`src/rtl/muldiv_unit.sv`:
```
// rtl/muldiv_unit.sv - iterative HI/LO multiply/divide unit (shift-add / restoring divide)
module muldiv_unit #(
  parameter int WIDTH     = 32,
  parameter int FIX_CYCLE = 1
) (
  input  logic             clock,
  input  logic             reset_n,
  input  logic             start,
  input  logic [2:0]       op,
  input  logic [WIDTH-1:0] a,
  input  logic [WIDTH-1:0] b,
  input  logic             cancel,
  output logic             busy,
  output logic             done,
  output logic [WIDTH-1:0] hi,
  output logic [WIDTH-1:0] lo,
  output logic             div_zero
);

  localparam int CW     = $clog2(WIDTH + 1);
  localparam bit FIX_EN = (FIX_CYCLE != 0);

  typedef enum logic [1:0] {S_IDLE, S_CALC, S_FIX} state_t;

  state_t             r_state, w_next;
  logic [1:0]         r_op;
  logic [WIDTH-1:0]   r_a, r_b, r_opnd, r_hi, r_lo;
  logic [2*WIDTH-1:0] r_prod;
  logic [CW-1:0]      r_cnt;
  logic               r_dz, r_done, r_div_zero;

  logic               w_write, w_accept, w_is_md, w_is_div_in, w_in_dz;
  logic               w_is_div, w_signed, w_last, w_ge;
  logic [WIDTH-1:0]   w_abs_a, w_abs_b, w_diff, w_quo, w_rem, w_hi_res, w_lo_res;
  logic [WIDTH:0]     w_madd, w_rem_sh;
  logic [2*WIDTH-1:0] w_mul_next, w_div_next, w_iter, w_src, w_prod_res;

  assign w_accept    = start && (r_state == S_IDLE);
  assign w_is_md     = (op[2] == 1'b0);
  assign w_is_div_in = (op[2:1] == 2'b01);
  assign w_in_dz     = w_is_div_in && (b == '0);

  assign w_is_div = r_op[1];
  assign w_signed = ~r_op[0];
  assign w_last   = (r_cnt == CW'(WIDTH));

  assign w_abs_a = (w_signed && r_a[WIDTH-1]) ? -r_a : r_a;
  assign w_abs_b = (w_signed && r_b[WIDTH-1]) ? -r_b : r_b;

  // Multiply: add multiplicand into the upper half when the LSB is set, then shift right.
  assign w_madd     = {1'b0, r_prod[2*WIDTH-1:WIDTH]} + {1'b0, r_opnd};
  assign w_mul_next = r_prod[0] ? {w_madd, r_prod[WIDTH-1:1]}
                                : {1'b0, r_prod[2*WIDTH-1:1]};

  // Divide: upper half is the partial remainder, lower half shifts dividend out / quotient in.
  assign w_rem_sh   = r_prod[2*WIDTH-1:WIDTH-1];
  assign w_ge       = (w_rem_sh >= {1'b0, r_opnd});
  assign w_diff     = w_rem_sh[WIDTH-1:0] - r_opnd;
  assign w_div_next = w_ge ? {w_diff, r_prod[WIDTH-2:0], 1'b1}
                           : {r_prod[2*WIDTH-2:0], 1'b0};

  assign w_iter = w_is_div ? w_div_next : w_mul_next;
  assign w_src  = (r_state == S_FIX) ? r_prod : w_iter;

  assign w_prod_res = (w_signed && (r_a[WIDTH-1] ^ r_b[WIDTH-1])) ? -w_src : w_src;
  assign w_quo      = (w_signed && (r_a[WIDTH-1] ^ r_b[WIDTH-1])) ? -w_src[WIDTH-1:0]
                                                                  : w_src[WIDTH-1:0];
  assign w_rem      = (w_signed && r_a[WIDTH-1]) ? -w_src[2*WIDTH-1:WIDTH]
                                                 : w_src[2*WIDTH-1:WIDTH];
  assign w_hi_res   = w_is_div ? w_rem : w_prod_res[2*WIDTH-1:WIDTH];
  assign w_lo_res   = w_is_div ? w_quo : w_prod_res[WIDTH-1:0];

  always_ff @(posedge clock or negedge reset_n) begin
    if (!reset_n) r_state <= S_IDLE;
    else          r_state <= w_next;
  end

  always_comb begin
    w_next  = r_state;
    w_write = 1'b0;
    case (r_state)
      S_IDLE: if (start && w_is_md) w_next = w_in_dz ? S_FIX : S_CALC;
      S_CALC: begin
        if (cancel) begin
          w_next = S_IDLE;
        end else if (w_last) begin
          if (FIX_EN) begin
            w_next = S_FIX;
          end else begin
            w_next  = S_IDLE;
            w_write = 1'b1;
          end
        end
      end
      S_FIX: begin
        w_next  = S_IDLE;
        w_write = !cancel;
      end
      default: w_next = S_IDLE;
    endcase
  end

  // CALC step 0 loads magnitudes; steps 1..WIDTH are the iterations.
  always_ff @(posedge clock or negedge reset_n) begin
    if (!reset_n) begin
      r_op       <= '0;
      r_a        <= '0;
      r_b        <= '0;
      r_opnd     <= '0;
      r_prod     <= '0;
      r_cnt      <= '0;
      r_dz       <= 1'b0;
      r_hi       <= '0;
      r_lo       <= '0;
      r_done     <= 1'b0;
      r_div_zero <= 1'b0;
    end else begin
      r_done <= 1'b0;
      if (w_accept) begin
        if (op == 3'b100) begin
          r_hi <= a;
        end else if (op == 3'b101) begin
          r_lo <= a;
        end else if (w_is_md) begin
          r_a   <= a;
          r_b   <= b;
          r_op  <= op[1:0];
          r_cnt <= '0;
          r_dz  <= w_in_dz;
          if (w_is_div_in && !w_in_dz) r_div_zero <= 1'b0;
        end
      end else if (r_state == S_CALC && !cancel) begin
        r_cnt <= r_cnt + CW'(1);
        if (r_cnt == '0) begin
          r_opnd <= w_is_div ? w_abs_b : w_abs_a;
          r_prod <= {{WIDTH{1'b0}}, (w_is_div ? w_abs_a : w_abs_b)};
        end else begin
          r_prod <= w_iter;
        end
      end
      if (w_write) begin
        r_done <= 1'b1;
        if (r_dz) begin
          r_hi       <= r_a;
          r_lo       <= '1;
          r_div_zero <= 1'b1;
        end else begin
          r_hi <= w_hi_res;
          r_lo <= w_lo_res;
        end
      end
    end
  end

  assign busy     = (r_state != S_IDLE);
  assign done     = r_done;
  assign hi       = r_hi;
  assign lo       = r_lo;
  assign div_zero = r_div_zero;

endmodule

```
`config.mk`:
```
export PLATFORM = sky130hd
export DESIGN_NAME = muldiv_unit
export DESIGN_NICKNAME = d
export VERILOG_FILES = /design/src/rtl/muldiv_unit.sv
export SDC_FILE = /design/constraint.sdc
export NUM_CORES = 1
export LEC_CHECK = 0
export ABC_AREA = 1
export CAP_MARGIN = 20
export CORE_UTILIZATION = 39
export DETAILED_ROUTE_END_ITERATION = 16
export SLEW_MARGIN = 10
export SYNTH_ARGS = -nofsm -noshare
export SYNTH_HDL_FRONTEND = slang
export SYNTH_SLANG_ARGS = --single-unit
```
`constraint.sdc`:
```
create_clock -name clock -period 4.4 [get_ports clock]
set_clock_uncertainty 0.2 [all_clocks]
set_input_delay 0.88 -clock clock [delete_from_list [all_inputs] [get_ports clock]]
set_output_delay 0.88 -clock clock [all_outputs]
set_load 0.03 [all_outputs]
```
==> flow_summary.ini, run 1 <==
[sta]
max_freq_mhz = 237
setup_ws_ns = 0.185
finalSetupViolations = 0
fin_tns_setup_ns = 0
relSlewSlack_pct = 20.4
worst_pin_slew_ns = 1.18
final_hold_viol_count = 0
rsz0062_at_grt = true
maxSlewViolCount = 0
period_needed_ns = 4.22
finalCritPeriodShare_pct = 95.8

[synthesis]
seq_area_frac_synth_pct = 27.5
syn_nets = 3676
yosysTopAreaCell = dfrtp_1
synthTopCellsByCount = nand2_1, inv_1, nor2_1, nand3_1, dfrtp_1
postSynth.asyncResetShare_pct = 100
ys_ff_latch = 237
syn_avg_cell_area_um2 = 6.10
ys_top_cells_by_area = dfrtp_1, nand2_1, inv_1, nand3_1, nor2_1
synth_top_area_share_pct = 27.5
synth_most_common_cell = nand2_1
synth_edf_count = 0
synth_cell_types = 52
synth_area_mm2 = 0.0216
syn-instance-count = 3533
synthFlopType = dfrtp_1
ys_warn_count = 0

[global_route]
grtUsageMet3_pct = 6.63
antenna_found_initial = 3
grt_util_met1_pct = 43.3
grt_pass1_vias = 22800
grt_pass1_wl_um = 142000
grt_overflow = 0
busiest_layer = met2
grt_max_degree = 95
grt_use_total_pct = 33.5
grt_util_met2_pct = 52.5

[critical_path]
arrival_ns = 4.54
worstSetupPathType = flop to flop
crit_slowest_cell = dfrtp_1
required_ns = 4.72
cp-start-kind = flop
path_max_fanout = 4
path_common_cell = nand2_2
cp-end-kind = flop
critPathMaxStageDelay_ns = 0.38

[cts]
htree_levels = 1
clock_latency_ns = 0.63
cts_made_buffers = 30
clockBufferDepth = 3
cts.sinks = 237
cts_tree = built
clkSlewWorstSetupHoldPaths_ns = 0.06
cts_root_buffer = clkbuf_16

[detailed_routing]
drt_wl_total_um = 95800
drt_iter0_markers = 2615
first_pass_iters = 6
route.vias.total = 24800
antenna_left = 0
via_per_inst = 5.56
wire_per_inst_um = 21.5
drc = 0

[power]
p_comb_share_pct = 73.2
p_sw_share_pct = 56.4
internal-power_w = 0.0103
clkPwrFrac_pct = 10.7
power_switching_w = 0.0133
leakage_nw = 12.8
p_total_w = 0.0236
ir_drop_mv = 0.384
power_density_mw_per_mm2 = 901
seqPwrFrac_pct = 16.1

[floorplan]
io_pins = 138
die_h_um = 237
num_rows = 85
die-area_mm2 = 0.0562
die_w_um = 237
initial_core_util_pct = 39.8
design.core.area_mm2 = 0.0542

[worst_hold_path]
hold_class = input pin to asynchronous set/reset pin

[run_status]
outcome = completed

[run]
maxCapViolations = 0

[final_layout]
final_core_util_pct = 48.2
layout.nets = 3878
area_growth_pct = 21.2
num-fill-cells = 5705
postLayoutCellArea_mm2 = 0.0261
drive_gt1_share_pct = 11.3

[placement]
gp_congestion = 1.07
place_area_mm2 = 0.0246
dpl_worst_slack_ns = 0.0440
dp_hpwl_um = 76500
port_buffers = 137
critical path: cells and delay by family (launching register included):
| kind | cells | cell delay, ns |
|---|---|---|
| compound gates | 2 | 0.30 |
| fa+ha+maj | 2 | 0.37 |
| buf+inv | 4 | 0.33 |
| flops | 1 | 0.38 |
| simple gates | 22 | 2.54 |
repair_timing:
action                                  CTS  global route
endpoints found under the setup margin    0            34
setup buffers                             0             7
hold buffers                              0             0
endpoints found under the hold margin     0             0
gates resized for setup                   0           115
logic make-up (layout without fill, tap and decap cells):
kind of cell / count (synthesis) / after routing / synth area share [%]
and+or+nand+nor: 1907 / 1907 / 37.2
buffers and inverters: 624 / 850 / 11.4
AOI/OAI and AO/OA: 590 / 590 / 15.4
DFF: 237 / 237 / 27.5
xor gates and xnor gates: 103 / 103 / 4.18
adders and majority gates: 72 / 72 / 4.25
other: 0 / 1 / 0
placed cells by master (no fill, tap or decap), types with 39 or more instances in the layout:
master / instances
nand4_1: 64
o21ai_0: 224
buf_4: 167
nor3_1: 39
a31oi_1: 46
nor2_1: 317
clkdlybuf4s50_1: 136
nand2_1: 1097
ha_1: 44
a21oi_1: 159
dfrtp_1: 236
nand3_1: 249
inv_1: 452
nand2_2: 47
xor2_1: 74
metal layers:
metal,wire (µm),up-vias
met2,41900,1150
met4,6150,6
met1,39300,11600
met5,105,-
li1,-,11800
met3,8400,252
power by group through the flow:
stage               Clock [W]  Sequential (W)  Combinational [W]
CTS                   0.00254         0.00372             0.0162
detailed placement          0         0.00375             0.0162
global placement            0         0.00374             0.0162
global route          0.00263         0.00387             0.0186
finish                0.00252         0.00379             0.0172
floorplan                   0         0.00408            0.00950
sequential cells by signal, indices dropped and copies added (netlist names):
| signal | count |
|---|---|
| r_dz | 1 |
| r_b | 32 |
| r_a | 32 |
| div_zero | 1 |
| r_state | 2 |
| hi | 32 |
| done | 1 |
| r_prod | 64 |
| lo | 32 |
| r_op | 2 |
| r_opnd | 32 |
| r_cnt | 6 |
per-stage QoR:
stage / hold WS, ns / instances
floorplan: 0.278 / 3533
global placement: 0.307 / 4392
detailed placement: 0.317 / 4392
CTS: 0.141 / 4448
global route: 0.164 / 4455
finish: 0.0915 / 4456
worst paths after layout:
check / end / slack (ns) / from / depth (start not counted)
min in group clock: hi[9]$_DFFE_PN0P_ / 0.33 / hi[9]$_DFFE_PN0P_ / 2
hold / removal: r_prod[4]$_DFFE_PN0P_ / 0.09 / reset_n / 1
setup reg to reg: hi[16]$_DFFE_PN0P_ / 0.18 / r_opnd[28]$_DFFE_PN0P_ / 30
setup / recovery: hi[16]$_DFFE_PN0P_ / 0.18 / r_opnd[28]$_DFFE_PN0P_ / 30
max in group asynchronous: r_opnd[7]$_DFFE_PN0P_ / 2.94 / reset_n / 2
hold reg to reg: hi[9]$_DFFE_PN0P_ / 0.33 / hi[9]$_DFFE_PN0P_ / 2
area by class of cell:
class / instances / area (µm²) / area share [%]
diodes: 1 / 2.50 / 0.00957
repair buffers: 313 / 2810 / 10.8
inverters: 481 / 1810 / 6.91
multi-input cells: 2672 / 13700 / 52.5
clock inverters: 14 / 143 / 0.546
well taps: 696 / 871 / 3.33
clock buffers: 42 / 846 / 3.24
flip-flops and latches: 237 / 5930 / 22.7
Note: power is estimated with default switching activity, not from simulation.
==> run 2: changes to the inputs <==
- CELL_PAD_IN_SITES_DETAIL_PLACEMENT: not set -> 0
- CELL_PAD_IN_SITES_GLOBAL_PLACEMENT: not set -> 1
- PLACE_DENSITY_LB_ADDON: not set -> 0.1
- clock period: 4.4 -> 4.6 ns (I/O delays scaled with it)
==> flow_summary.ini, run 2 (same netlist as run 1, synthesis figures left out) <==
[run_status]
outcome = completed

[floorplan]
io_pins = 138
num_rows = 85
die-area_mm2 = 0.0562
die_w_um = 237
initial_core_util_pct = 39.8
design.core.area_mm2 = 0.0542
die_h_um = 237

[placement]
dpl_worst_slack_ns = -0.0363
dp_cells = 4358
port_buffers = 137
place_area_mm2 = 0.0243
dp_hpwl_um = 83900
gp_congestion = 1.02

[final_layout]
seq_area_mm2 = 0.00593
multiInputGateArea_mm2 = 0.0136
layout.nets = 3843
finalNonFillerCells = 4420
final_common_cell = nand2_1
top_register = r_prod
postLayoutCellArea_mm2 = 0.0258
antenna_cells = 0
drive_gt1_share_pct = 9.85
num-fill-cells = 5734
area_growth_pct = 19.6
largest_reg_flops = 64
final_cell_mix = nand2_1, inv_1, nor2_1, nand3_1, dfrtp_1

[global_route]
grt_util_met2_pct = 63.5
grt_overflow = 0
antenna_found_initial = 5
grt_pass1_wl_um = 155000
grt_use_total_pct = 36.8
grt_max_degree = 101
grtUsageMet3_pct = 4.80
grt_util_met1_pct = 45.9
grt_pass1_vias = 24200
busiest_layer = met2

[sta]
finalSetupViolations = 0
final_hold_viol_count = 0
relSlewSlack_pct = 25.4
worst_pin_slew_ns = 1.11
period_needed_ns = 4.49
fin_tns_setup_ns = 0
rsz0062_at_grt = true
max_freq_mhz = 223
maxSlewViolCount = 0
setup_ws_ns = 0.112
finalCritPeriodShare_pct = 97.6

[critical_path]
crit_slowest_cell = o31ai_1
path_max_fanout = 4
critPathTopFamily = simple AND/OR/NAND/NOR gates
worstSetupPathType = flop to flop
path_common_cell = nor3_1
reg2regPathDepth = 15
critPathBufInv = 2
critPathLaunch = r_a[0]$_DFFE_PN0P_
cp-start-kind = flop
cp-end-kind = flop
critPathMaxStageDelay_ns = 0.62
crit_chain = nor3_1, inv_1, nor3_1, inv_1, nor3_1, nand3_1, nor3_1, nand3_1, nor2_1, nand2_1, nor3_1, or2_2, xor2_1, nor2_1, o31ai_1
arrival_ns = 4.73
r2r-start = r_a[0]$_DFFE_PN0P_
worstSetupPathDepth = 15
required_ns = 4.84

[cts]
htree_levels = 1
cts_made_buffers = 31
clockBufferDepth = 3
clock_latency_ns = 0.63
cts_root_buffer = clkbuf_16
cts.sinks = 237
hold_buffers = 0
clkSlewWorstSetupHoldPaths_ns = 0.06
cts_tree = built

[power]
p_total_w = 0.0228
leakage_nw = 12.7
power_density_mw_per_mm2 = 884
ir_drop_mv = 0.460

[worst_hold_path]
hold_class = input pin to asynchronous set/reset pin

[detailed_routing]
antenna_left = 0
drt_iter0_markers = 2585
first_pass_iters = 6
route.vias.total = 24700
drt_wl_total_um = 104000
wire_per_inst_um = 23.6
drc = 0
via_per_inst = 5.59

[run]
maxCapViolations = 0
==> run 2: cell types whose count changed in the layout (fill, tap and decap cells not counted), moves of 3 or more <==
cell,before,now
clkbuf_1,7,1
inv_2,26,17
clkinv_2,4,9
clkbuf_8,5,2
inv_1,452,461
buf_4,167,127
ha_4,22,11
ha_2,4,8
ha_1,44,51
clkinv_4,0,3
nand2_1,1097,1109
buf_6,0,3
nand2_2,47,34
==> run 2: cell type report <==
class | count | share of cell area [%]
Multi-Input combinational cell | 2672 | 52.6
Sequential cell | 237 | 23.0
Timing Repair Buffer | 277 | 9.95
Inverter | 481 | 7.00
Tap cell | 696 | 3.38
Clock buffer | 34 | 3.13
Clock inverter | 23 | 0.912
==> run 2: timing repair <==
item | 4_1_cts | 5_1_grt
gates resized for setup | 1 | 82
setup buffers | 0 | 5
pin swaps | 0 | 14
endpoints found under the setup margin | 2 | 35
==> run 2: worst paths after layout <==
path / endpoint / slack (ns)
worst min register to register: r_cnt[4]$_DFFE_PN0P_ / 0.33
worst max-delay path: r_opnd[23]$_DFFE_PN0P_ / 0.11
max in group asynchronous: lo[22]$_DFFE_PN0P_ / 3.03
worst max register to register: r_opnd[23]$_DFFE_PN0P_ / 0.11
min in group clock: r_cnt[4]$_DFFE_PN0P_ / 0.33
worst min-delay path: r_prod[50]$_DFFE_PN0P_ / 0.05
==> run 2: through the flow <==
stage | utilization (%) | hold slack, ns
detailed placement | 44.8 | 0.319
global placement | 44.8 | 0.302
global route | 47.5 | 0.104
finish | 47.5 | 0.0531
floorplan | - | 0.278
CTS | 46.8 | 0.105
==> run 2: metal layers <==
metal | vias up | wire length, µm
met2 | 948 | 50400
met4 | 4 | 5100
met3 | 193 | 7030
li1 | 11700 | -
met1 | 11800 | 42000
met5 | - | 27
==> run 2: power breakdown <==
group	switching [W]	internal [W]
clock network	0.00111	0.00144
registers	0.000761	0.00290
logic	0.0112	0.00534
total	0.0131	0.00969
==> run 3: changes to the inputs <==
==> constraint.sdc (replaced) <==
create_clock -name clock -period 4.6 [get_ports clock]
set_clock_uncertainty 0.2 [all_clocks]
set_input_delay 1.38 -clock clock [delete_from_list [all_inputs] [get_ports clock]]
set_output_delay 1.38 -clock clock [all_outputs]
set_load 0.03 [all_outputs]
==> flow_summary.ini, run 3 (same netlist as run 1, synthesis figures left out) <==
[power]
leakage_nw = 12.8
power_switching_w = 0.0130
internal-power_w = 0.0100
ir_drop_mv = 0.408
power_density_mw_per_mm2 = 888
p_sw_share_pct = 56.5
p_comb_share_pct = 72.1
seqPwrFrac_pct = 15.9
clkPwrFrac_pct = 12.0

[sta]
finalCritPeriodShare_pct = 96.7
setup_ws_ns = 0.150
relSlewSlack_pct = 36.1
finalSetupViolations = 0
maxSlewViolCount = 0
max_freq_mhz = 225
period_needed_ns = 4.45
worst_pin_slew_ns = 0.957
fin_tns_setup_ns = 0
final_hold_viol_count = 0

[critical_path]
arrival_ns = 4.75
worstSetupPathType = flop to flop
path_max_fanout = 4
reg2reg_slack_ns = 0.15
required_ns = 4.90
cp-end-kind = flop
cp-start-kind = flop

[global_route]
grt_max_degree = 88
busiest_layer = met2
grt_overflow = 0
grtUsageMet3_pct = 3.89
grt_util_met2_pct = 62.1
grt_pass1_wl_um = 154000
antenna_found_initial = 0
grt_util_met1_pct = 46.7
grt_pass1_vias = 24100
grt_use_total_pct = 36.8

[cts]
clkSlewWorstSetupHoldPaths_ns = 0.06
cts_made_buffers = 31
clock_latency_ns = 0.63
clockBufferDepth = 3
cts_root_buffer = clkbuf_16
cts_tree = built
cts.sinks = 237
hold_buffers = 0
htree_levels = 1

[final_layout]
final_common_cell = nand2_1
area_growth_pct = 20.3
drive_gt1_share_pct = 9.87
num-fill-cells = 5750
top_register = r_prod
seq_area_mm2 = 0.00594
layout.nets = 3857
largest_reg_flops = 64
final_cell_mix = nand2_1, inv_1, nor2_1, nand3_1, dfrtp_1
multiInputGateArea_mm2 = 0.0135

[detailed_routing]
drt_iter0_markers = 2277
via_per_inst = 5.64
antenna_left = 0
drt_wl_total_um = 104000
drc = 0
first_pass_iters = 7
wire_per_inst_um = 23.4
route.vias.total = 25000

[floorplan]
design.core.area_mm2 = 0.0542
die_w_um = 237
num_rows = 85
die_h_um = 237
die-area_mm2 = 0.0562
initial_core_util_pct = 39.8
io_pins = 138

[placement]
port_buffers = 137
gp_congestion = 1.02
dp_hpwl_um = 83100
dpl_worst_slack_ns = -0.0411

[worst_hold_path]
hold_class = flop to flop

[run]
maxCapViolations = 0

[run_status]
outcome = completed
[run 3: power by group through the flow]
stage                     clock network (W)  logic (W)  registers (W)
final                               0.00277     0.0166        0.00366
after floorplan                           0    0.00908        0.00390
after global placement                    0     0.0160        0.00359
after global routing                0.00286     0.0180        0.00373
after CTS                           0.00280     0.0160        0.00360
after detailed placement                  0     0.0159        0.00362
[run 3: per-stage QoR]
step	power, W	instance area [µm²]	hold WS (ns)	util, %	std cells
final	0.0230	25900	0.324	47.8	4437
after global routing	0.0246	25900	0.352	47.8	4435
after CTS	0.0224	25600	0.327	47.1	4432
after detailed placement	0.0195	24400	0.318	45.0	4374
after global placement	0.0196	24400	0.301	45.0	4374
after floorplan	0.0130	21600	0.278	-	3533
[run 3: repair_timing]
action,4_1_cts,5_1_grt
setup endpoints to repair,2,32
endpoints found under the hold margin,0,0
pin swaps,0,13
gates resized for setup,4,74
setup buffers,0,3
[run 3: routing by layer]
metal | up-vias | routed length, µm
met5 | - | 0
met4 | 0 | 6100
met3 | 212 | 6090
met2 | 978 | 48900
met1 | 12100 | 42800
li1 | 11800 | -
[run 3: area by class of cell]
class	count	area share [%]
Multi-Input combinational cell	2672	52.2
Antenna cell	2	0.0193
Inverter	481	6.96
Tap cell	696	3.36
Clock inverter	17	1.04
Clock buffer	41	3.29
Sequential cell	237	22.9
Timing Repair Buffer	291	10.3
[run 3: final timing paths]
| kind | from | endpoint | cells past startpoint |
|---|---|---|---|
| max | r_prod[45]$_DFFE_PN0P_ | hi[31]$_DFFE_PN0P_ | 23 |
| min in group asynchronous | reset_n | r_prod[37]$_DFFE_PN0P_ | 1 |
| max reg2reg | r_prod[45]$_DFFE_PN0P_ | hi[31]$_DFFE_PN0P_ | 23 |
| max in group asynchronous | reset_n | hi[8]$_DFFE_PN0P_ | 2 |
| min reg2reg | r_cnt[4]$_DFFE_PN0P_ | r_cnt[4]$_DFFE_PN0P_ | 1 |
| min | r_cnt[4]$_DFFE_PN0P_ | r_cnt[4]$_DFFE_PN0P_ | 1 |
[run 3: critical path: stages, from the launching register on]
cell and delay, ns:
dfrtp_1 0.44, ha_1 0.42, nand2_1 0.21, inv_1 0.08
nand2_1 0.09, nand2_1 0.13, inv_1 0.08, nand2_1 0.16
inv_1 0.12, nand2_1 0.18, nand2_1 0.11, nand3_1 0.20
nand2_1 0.16, nand4_1 0.13, nand2_1 0.24, nand2_1 0.14
nor2_1 0.18, nand2_1 0.15, o21ai_2 0.24, nand3_1 0.14
nand3_1 0.13, nand3_2 0.17, nand2_1 0.12, a21oi_1 0.07
